==> src/rtl/spc2_tx.sv <==
// spc2_tx: serial configuration transmitter for the 14-bit spc2 shift register.
// Each frame is a reset pulse on Cfg_resetn, then 14 LSB-first bits on Cfg_out,
// one Sclk rise per bit, and a final Sclk low phase that fires spc2's load strobe.
//
// Optional build macro: SPC2_TX_SHADOW_EN
//   defined   - field inputs are captured into a shadow word on Start accept
//   undefined - fields are read live at each bit's SHLO entry (hold them while Busy)
//
// state | meaning
// IDLE  | waiting for Start, Sclk low, spc2 released from reset
// RSTP  | Cfg_resetn low for 2*HALF cycles, clears spc2 fields and bit counter
// SHLO  | Sclk low half-period, Cfg_out presents word[idx]
// SHHI  | Sclk high half-period, Cfg_out held (spc2 samples on the rise)
// TAIL  | Sclk low half-period after the last bit, spc2 load strobe fires

module spc2_tx #(
  parameter int unsigned HALF = 2
) (
  input  logic       Clk,
  input  logic       Reset,
  input  logic       Start,
  input  logic [3:0] F,
  input  logic       IQ,
  input  logic [3:0] GS,
  input  logic       CE,
  input  logic       NS,
  input  logic [2:0] GD,
  output logic       Sclk,
  output logic       Cfg_out,
  output logic       Cfg_resetn,
  output logic       Busy,
  output logic       Done
);

  typedef enum logic [2:0] {
    IDLE = 3'd0,
    RSTP = 3'd1,
    SHLO = 3'd2,
    SHHI = 3'd3,
    TAIL = 3'd4
  } state_t;

  localparam logic [8:0] HALF_M1 = 9'(HALF - 1);
  localparam logic [8:0] FULL_M1 = 9'(2 * HALF - 1);
  localparam logic [3:0] LAST_BIT = 4'd13;

  state_t     state_q, state_d;
  logic [8:0] phase_q, phase_d;
  logic [3:0] idx_q, idx_d;
  logic       sclk_q, sclk_d;
  logic       cfg_q, cfg_d;
  logic       resetn_q, resetn_d;
  logic       busy_q, busy_d;
  logic       done_q, done_d;
  logic       phase_end;
  logic [13:0] word;

`ifdef SPC2_TX_SHADOW_EN
  logic [13:0] shadow_q, shadow_d;

  // Shadow word is loaded only on the Start-accept edge.
  always_comb begin
    shadow_d = shadow_q;
    if (state_q == IDLE && Start) begin
      shadow_d = {F, IQ, GS, CE, NS, GD};
    end
  end

  // Shadow word register.
  always_ff @(posedge Clk) begin
    if (Reset) begin
      shadow_q <= '0;
    end else begin
      shadow_q <= shadow_d;
    end
  end

  assign word = shadow_q;
`else
  assign word = {F, IQ, GS, CE, NS, GD};
`endif

  // RSTP lasts a full Sclk period, every other phase a half period.
  assign phase_end = (state_q == RSTP) ? (phase_q == FULL_M1) : (phase_q == HALF_M1);

  // Next-state, phase counter and bit index.
  always_comb begin
    state_d = state_q;
    phase_d = phase_q + 9'd1;
    idx_d   = idx_q;
    case (state_q)
      IDLE: begin
        phase_d = '0;
        idx_d   = '0;
        if (Start) begin
          state_d = RSTP;
        end
      end
      RSTP: begin
        if (phase_end) begin
          state_d = SHLO;
          phase_d = '0;
        end
      end
      SHLO: begin
        if (phase_end) begin
          state_d = SHHI;
          phase_d = '0;
        end
      end
      SHHI: begin
        if (phase_end) begin
          phase_d = '0;
          if (idx_q < LAST_BIT) begin
            idx_d   = idx_q + 4'd1;
            state_d = SHLO;
          end else begin
            state_d = TAIL;
          end
        end
      end
      TAIL: begin
        if (phase_end) begin
          state_d = IDLE;
          phase_d = '0;
        end
      end
      default: begin
        state_d = IDLE;
        phase_d = '0;
        idx_d   = '0;
      end
    endcase
  end

  // Outputs are decoded from the next state so every pin comes straight off a flop.
  always_comb begin
    sclk_d   = (state_d == SHHI);
    resetn_d = (state_d != RSTP);
    busy_d   = (state_d != IDLE);
    done_d   = (state_q == TAIL) && phase_end;
    cfg_d    = cfg_q;
    if (state_d == SHLO && state_q != SHLO) begin
      cfg_d = word[idx_d];
    end else if (state_d == IDLE || state_d == RSTP) begin
      cfg_d = 1'b0;
    end
  end

  // State and output registers; Reset also holds spc2 in reset.
  always_ff @(posedge Clk) begin
    if (Reset) begin
      state_q  <= IDLE;
      phase_q  <= '0;
      idx_q    <= '0;
      sclk_q   <= 1'b0;
      cfg_q    <= 1'b0;
      resetn_q <= 1'b0;
      busy_q   <= 1'b0;
      done_q   <= 1'b0;
    end else begin
      state_q  <= state_d;
      phase_q  <= phase_d;
      idx_q    <= idx_d;
      sclk_q   <= sclk_d;
      cfg_q    <= cfg_d;
      resetn_q <= resetn_d;
      busy_q   <= busy_d;
      done_q   <= done_d;
    end
  end

  assign Sclk       = sclk_q;
  assign Cfg_out    = cfg_q;
  assign Cfg_resetn = resetn_q;
  assign Busy       = busy_q;
  assign Done       = done_q;

endmodule

==> config.mk <==
export PLATFORM = sky130hd
export DESIGN_NAME = spc2_tx
export DESIGN_NICKNAME = d
export VERILOG_FILES = /design/src/rtl/spc2_tx.sv
export SDC_FILE = /design/constraint.sdc
export NUM_CORES = 1
export LEC_CHECK = 0
export ABC_AREA = 1
export BUFFER_PORTS_ARGS = -buffer_cell sky130_fd_sc_hd__buf_2
export CAP_MARGIN = 5
export CORE_ASPECT_RATIO = 0.9
export CORE_MARGIN = 10
export CORE_UTILIZATION = 45
export CTS_BUF_LIST = sky130_fd_sc_hd__clkbuf_4 sky130_fd_sc_hd__clkbuf_8
export DETAILED_ROUTE_END_ITERATION = 16
export PLACE_DENSITY = 0.66
export SLEW_MARGIN = 15
export SYNTH_ARGS = -nofsm -noshare
export SYNTH_HDL_FRONTEND = slang
export SYNTH_SLANG_ARGS = --single-unit
==> constraint.sdc <==
create_clock -name Clk -period 3.2 [get_ports Clk]
set_clock_uncertainty 0.2 [all_clocks]
set_input_delay 0.96 -clock Clk [delete_from_list [all_inputs] [get_ports Clk]]
set_output_delay 0.96 -clock Clk [all_outputs]
set_load 0.02 [all_outputs]
== Word level (Yosys, flattened, before mapping) ==
Index checks and enable logic that the tools add are counted.

* Register bits after elaboration: 21
* Logic and storage cells: 49

* $add $sub $neg: 2
* Order comparisons: 2
* Eq/ne operators: 11
* Mux-type cells: 15
* Bitwise operators: 1
* Reduce and logical (&&, ||, !) cells: 10

{| class="wikitable"
|+ Operators with widths
! cell !! number
|-
| $mux 3 || 6
|-
| $pmux 3 s5 || 1
|-
| $eq 3x2->1 const B || 4
|-
| $add 9x1->9 const B || 1
|-
| $eq 9x1->1 const B || 1
|-
| $eq 9x2->1 const B || 1
|-
| $mux 4 || 2
|-
| $pmux 4 s2 || 1
|-
| $eq 3x1->1 const B || 2
|-
| $logic_not 3->1 || 2
|-
| $reduce_or 3->1 || 2
|-
| $lt 4x5->1 const B || 1
|-
| $add 4x1->4 const B || 1
|-
| $bmux 1 s4 || 1
|-
| $lt 4x4->1 const B || 1
|-
| $mux 1 || 4
|-
| $reduce_or 4->1 || 1
|-
| $eq 3x3->1 const B || 1
|-
| $ne 3x1->1 const B || 1
|-
| $ne 3x2->1 const B || 1
|-
| $reduce_bool 3->1 || 1
|-
| $logic_and 1x1->1 || 2
|-
| $reduce_bool 2->1 || 1
|-
| $logic_or 1x1->1 || 1
|-
| $not 1->1 || 1
|}

== Logic depth before layout (Yosys ltp) ==
* Depth in word-level cells: 8
* Depth in mapped cells: 16

== Least setup slack after synthesis ==
No wires, ideal clock.

* Kind: input to register
* From: input port Start
* To: register cfg_q (netlist: Cfg_out)
* Setup time: 0.131 ns
* Arrival time: 1.703 ns
* Slack: 1.167 ns
* Stages: 9
* Buffers on the path: 0
* Cell sequence: inv_1 -> a21oi_1 -> inv_1 -> a211oi_2 -> inv_1 -> nand3_1 -> inv_1 -> nand3_1 -> a21oi_2

* Longest elaborated chain between the ends: 5
* Elaborated cells on any way between the ends: 9

{| class="wikitable"
|+ RTL lines
! element !! RTL line !! text
|-
| start: declaration || 21 || <nowiki>input logic Start,</nowiki>
|-
| $mux 3 * || 95 || <nowiki>if (Start) begin</nowiki>
|-
| $pmux 3 s5 * || 91 || <nowiki>case (state_q)</nowiki>
|-
| $eq 3x2->1 (tied with other cells) || 143 || <nowiki>if (state_d == SHLO && state_q != SHLO) begin</nowiki>
|-
| $logic_and 1x1->1 or $logic_or 1x1->1 (tied branches) || 143, 145 ||
|-
| $mux 1 or $reduce_bool 2->1 (tied branches) || -- ||
|-
| end signal: assignment || 166 || <nowiki>cfg_q <= cfg_d;</nowiki>
|-
| end: declaration || 51 || <nowiki>logic cfg_q, cfg_d;</nowiki>
|}

Every way passes the cells marked *; elsewhere a longest branch is shown, timed or not.
A chain may end at the register's enable or synchronous reset.

== Worst setup path in the final report ==
* From: register idx_q[0]
* To: register cfg_q (netlist: Cfg_out)

* Longest elaborated chain between the ends: 7
* Elaborated cells on any way between the ends: 17

{| class="wikitable"
|+ RTL lines
! element !! RTL line !! text
|-
| start: declaration || 49 || <nowiki>logic [3:0] idx_q, idx_d;</nowiki>
|-
| start signal: assignment || 164 || <nowiki>idx_q <= idx_d;</nowiki>
|-
| $add 4x1->4 or $lt 4x4->1 (tied branches) || 115, 114 ||
|-
| $mux 4 or $mux 3 (tied branches) || 114 || <nowiki>if (idx_q < LAST_BIT) begin</nowiki>
|-
| $mux 4 or $mux 3 (tied branches) || 112 || <nowiki>if (phase_end) begin</nowiki>
|-
| $pmux 4 s2 or $pmux 3 s5 (tied branches) || 91 ||
|-
| $bmux 1 s4 (tied with other cells) || 144 || <nowiki>cfg_d = word[idx_d];</nowiki>
|-
| $mux 1 (implied by the code) (tied with other cells) || 144 ||
|-
| $mux 1 or $reduce_bool 2->1 (tied branches) || -- ||
|}

Parallel ways exist; a longest one is shown, timed or not. The select of a mux whose other input is x is not followed.

==> flow_metrics.py <==
metrics = {
    "outcome": {
        "status": "complete, no violations",
    },
    "detailed_routing": {
        "vias": 1280,
        "routed_via_density": 4.87,
        "drc": 0,
        "dr.pass1.iters": 4,
        "wirelength_mm": 2.86,
        "antenna_left": 0,
        "drtIter0Drc": 69,
        "wire_per_inst_um": 10.9,
    },
    "worst_setup_path": {
        "regToRegStartpoint": "idx_q[0]",
        "r2r_cells": 13,
        "slowest_delay_ns": 0.38,
        "slowest_stage": "dfxtp_1",
        "cp_cell_sequence": "inv_1 -> ha_1 -> nor2_1 -> inv_1 -> nand4_1 -> nand2_2 -> nand2_4 -> nand2_1 -> nand3_1 -> nand3_1 -> nand3_1 -> nand3_1 -> a21oi_2",
        "cpLargestDelayFamily": "simple AND/OR/NAND/NOR gates",
        "cp_max_fo": 9,
        "cp_common_cell": "nand3_1",
        "worst_setup_path_start_kind": "flip-flop",
        "cp.depth": 13,
        "cp_data_required_time_ns": 3.25,
        "regToRegEndpoint": "Cfg_out",
        "r2r_slack_ns": 1.03,
        "critPathKind": "reg -> reg",
        "cp-end-kind": "flip-flop",
        "cp.buffers_inverters": 2,
        "arrival_ns": 2.23,
    },
    "clock_network": {
        "cts_setup_buffers": 0,
        "cts_tree": "yes",
        "path_clk_slew_ns": 0.12,
        "clockBufferDepth": 2,
        "htree_levels": 1,
        "cts_sinks": 21,
        "root_buffer": "clkbuf_4",
        "insertion_delay_ns": 0.30,
        "cts-hold-fix-buffers": 0,
        "cts-resized-gates": 0,
        "cts_buffers": 3,
    },
    "power_and_ir_drop": {
        "swShare": 0.287,
        "seqPwrFrac": 0.574,
        "power_density_mw_per_mm2": 321,
        "pwr-share-comb": 0.158,
        "vdd_drop_max_uv": 155,
        "net-switching-power_mw": 0.137,
        "clockPowerShare": 0.268,
        "internal_power_mw": 0.340,
        "leakagePower_nw": 0.713,
    },
    "grt": {
        "grt.total_usage": 0.109,
        "grt_pass1_wl_mm": 5.06,
        "antenna_found_initial": 0,
        "grt_max_degree": 13,
        "grt_pass1_vias": 1156,
        "grt-ovfl-total": 0,
    },
    "die": {
        "dieWidth_um": 76.8,
        "fp.coreArea_mm2": 0.00277,
        "fp.dieH_um": 71.1,
        "rows": 18,
        "io-pin-count": 22,
        "die-area_mm2": 0.00546,
        "initial_utilization": 0.472,
    },
    "finish": {
        "diodes": 0,
        "drive_gt1_frac": 0.211,
        "nets": 244,
        "fillers": 293,
        "area_growth_pct": 13.7,
    },
    "synthesis": {
        "avgSynthCellArea_um2": 6.56,
        "ys_async_sr_fraction": 0,
        "synth_ff_type": "dfxtp_1",
        "synth_edf_count": 0,
        "synth_area_mm2": 0.00131,
        "synth.distinct_cells": 29,
        "synth-seq-area-share": 0.322,
        "synth_nets": 219,
        "synth_seq_cells": 21,
        "yosys_warnings": 0,
        "synthCells": 199,
    },
    "min_path": {
        "hold_depth": 1,
        "worstHoldEndpoint": "phase_q[0]",
        "hp-class": "reg -> reg",
        "hp-start": "phase_q[0]",
    },
    "sta": {
        "period_minus_slack_ns": 2.17,
        "finalHoldViolations": 0,
        "final_max_slew_viol_count": 0,
        "worst_slew_pin_slew_ns": 0.739,
        "tns_ns": 0,
        "relSlewSlack": 0.505,
        "fin_crit_sh": 0.680,
        "rsz0062_at_grt": "no",
        "finalSetupViolCount": 0,
        "whs_ns": 0.290,
        "max_freq_ghz": 0.460,
    },
    "place": {
        "gp_congestion": 0.885,
        "dp_hpwl_mm": 2.36,
        "portBuffers": 21,
    },
    "run": {
        "cap_violations": 0,
    },
}
## worst max-delay path by stage
| stage | start | to | slack [ns] |
|---|---|---|---|
| after floorplan | Start | Cfg_out | 1.17 |
| after detailed placement | Start | Cfg_out | 0.99 |
| after global placement | Start | Cfg_out | 1.06 |
| final | idx_q[0] | Cfg_out | 1.03 |
| after CTS | idx_q[0] | Cfg_out | 1.02 |
| after global routing | idx_q[0] | Cfg_out | 0.82 |
## cell usage after synthesis (2+ instances only)
cell,number,area share
nor3b_1,3,0.017
inv_1,30,0.086
inv_2,5,0.014
a21oi_1,7,0.027
dfxtp_1,21,0.32
a21oi_2,2,0.013
nor2_1,32,0.092
nor4_1,2,0.0096
nor3_1,6,0.023
nor3_4,2,0.025
nand3_1,22,0.084
nand2_2,5,0.024
nand2_1,38,0.11
ha_1,3,0.029
nand4_1,5,0.024
nand2_4,3,0.026
## state kept, by name, summed over array words and instances, names as in the netlist
signal	flops
Sclk	1
Busy	1
Done	1
state_q	3
phase_q	9
Cfg_out	1
Cfg_resetn	1
idx_q	4
## power by group through the flow
stage,registers [mW],logic (mW),clock network [mW]
after floorplan,0.282,0.0488,0
after CTS,0.274,0.0756,0.133
after global placement,0.279,0.0742,0
after global routing,0.275,0.0846,0.148
final,0.274,0.0754,0.128
after detailed placement,0.280,0.0754,0
## placed cells by master (no fill, tap or decap)
cell type and count:
nand2_1 38, nor2_1 32, inv_1 30, nand3_1 22, dfxtp_1 21, buf_2 21
a21oi_1 7, nor3_1 6, inv_2 5, nand4_1 5, nand2_2 5, nand2_4 3
nor3b_1 3, ha_1 3, clkbuf_4 3, nor3_4 2, a21oi_2 2, nor4_1 2
nor2_2 1, nor2_4 1, nand3_2 1, o211ai_1 1, o21ai_0 1, a22oi_1 1
a211oi_2 1, o22ai_1 1, a31o_2 1, nand3b_1 1, o21ai_1 1, a31oi_1 1
clkinv_2 1
## final cells by class
class                   count  area [µm²]  area share
well taps                  40        50.0      0.0337
clock inverters             1        5.00     0.00337
multi-input cells         142         751       0.505
inverters                  35         131      0.0885
clock buffers               3        22.5      0.0152
flip-flops and latches     21         420       0.283
repair buffers             21         105      0.0708
## worst reg2reg max path, delay by kind of cell (launching register included)
kind            cells  cell delay (ns)
simple gates        9             0.98
compound gates      1             0.11
flops               1             0.38
fa+ha+maj           1             0.21
buf+inv             2             0.24
## cells by family after synthesis
family | Yosys count | synth area share
buffers and inverters | 36 | 0.103
adder cells (fa/ha/maj) | 3 | 0.0287
AND/OR/NAND/NOR | 122 | 0.461
flip-flops | 21 | 0.322
AO/OA/AOI/OAI | 17 | 0.0853
## stage by stage
step	worst slack (ns)	power [mW]	utilization	instance area, µm²	instances
2_1_floorplan	1.17	0.331	-	1310	199
5_1_grt	0.816	0.507	0.536	1490	263
3_3_place_gp	1.06	0.353	0.526	1460	259
4_1_cts	1.02	0.483	0.536	1490	263
3_5_place_dp	0.990	0.355	0.526	1460	259
6_report	1.03	0.477	0.536	1490	263
## layer usage
metal  wire length, µm  global-route usage
met5                 0                   0
met4                17              0.0351
met3               116              0.0391
met2              1330               0.174
met1              1390               0.133
Power figures use the tool's default switching activity.
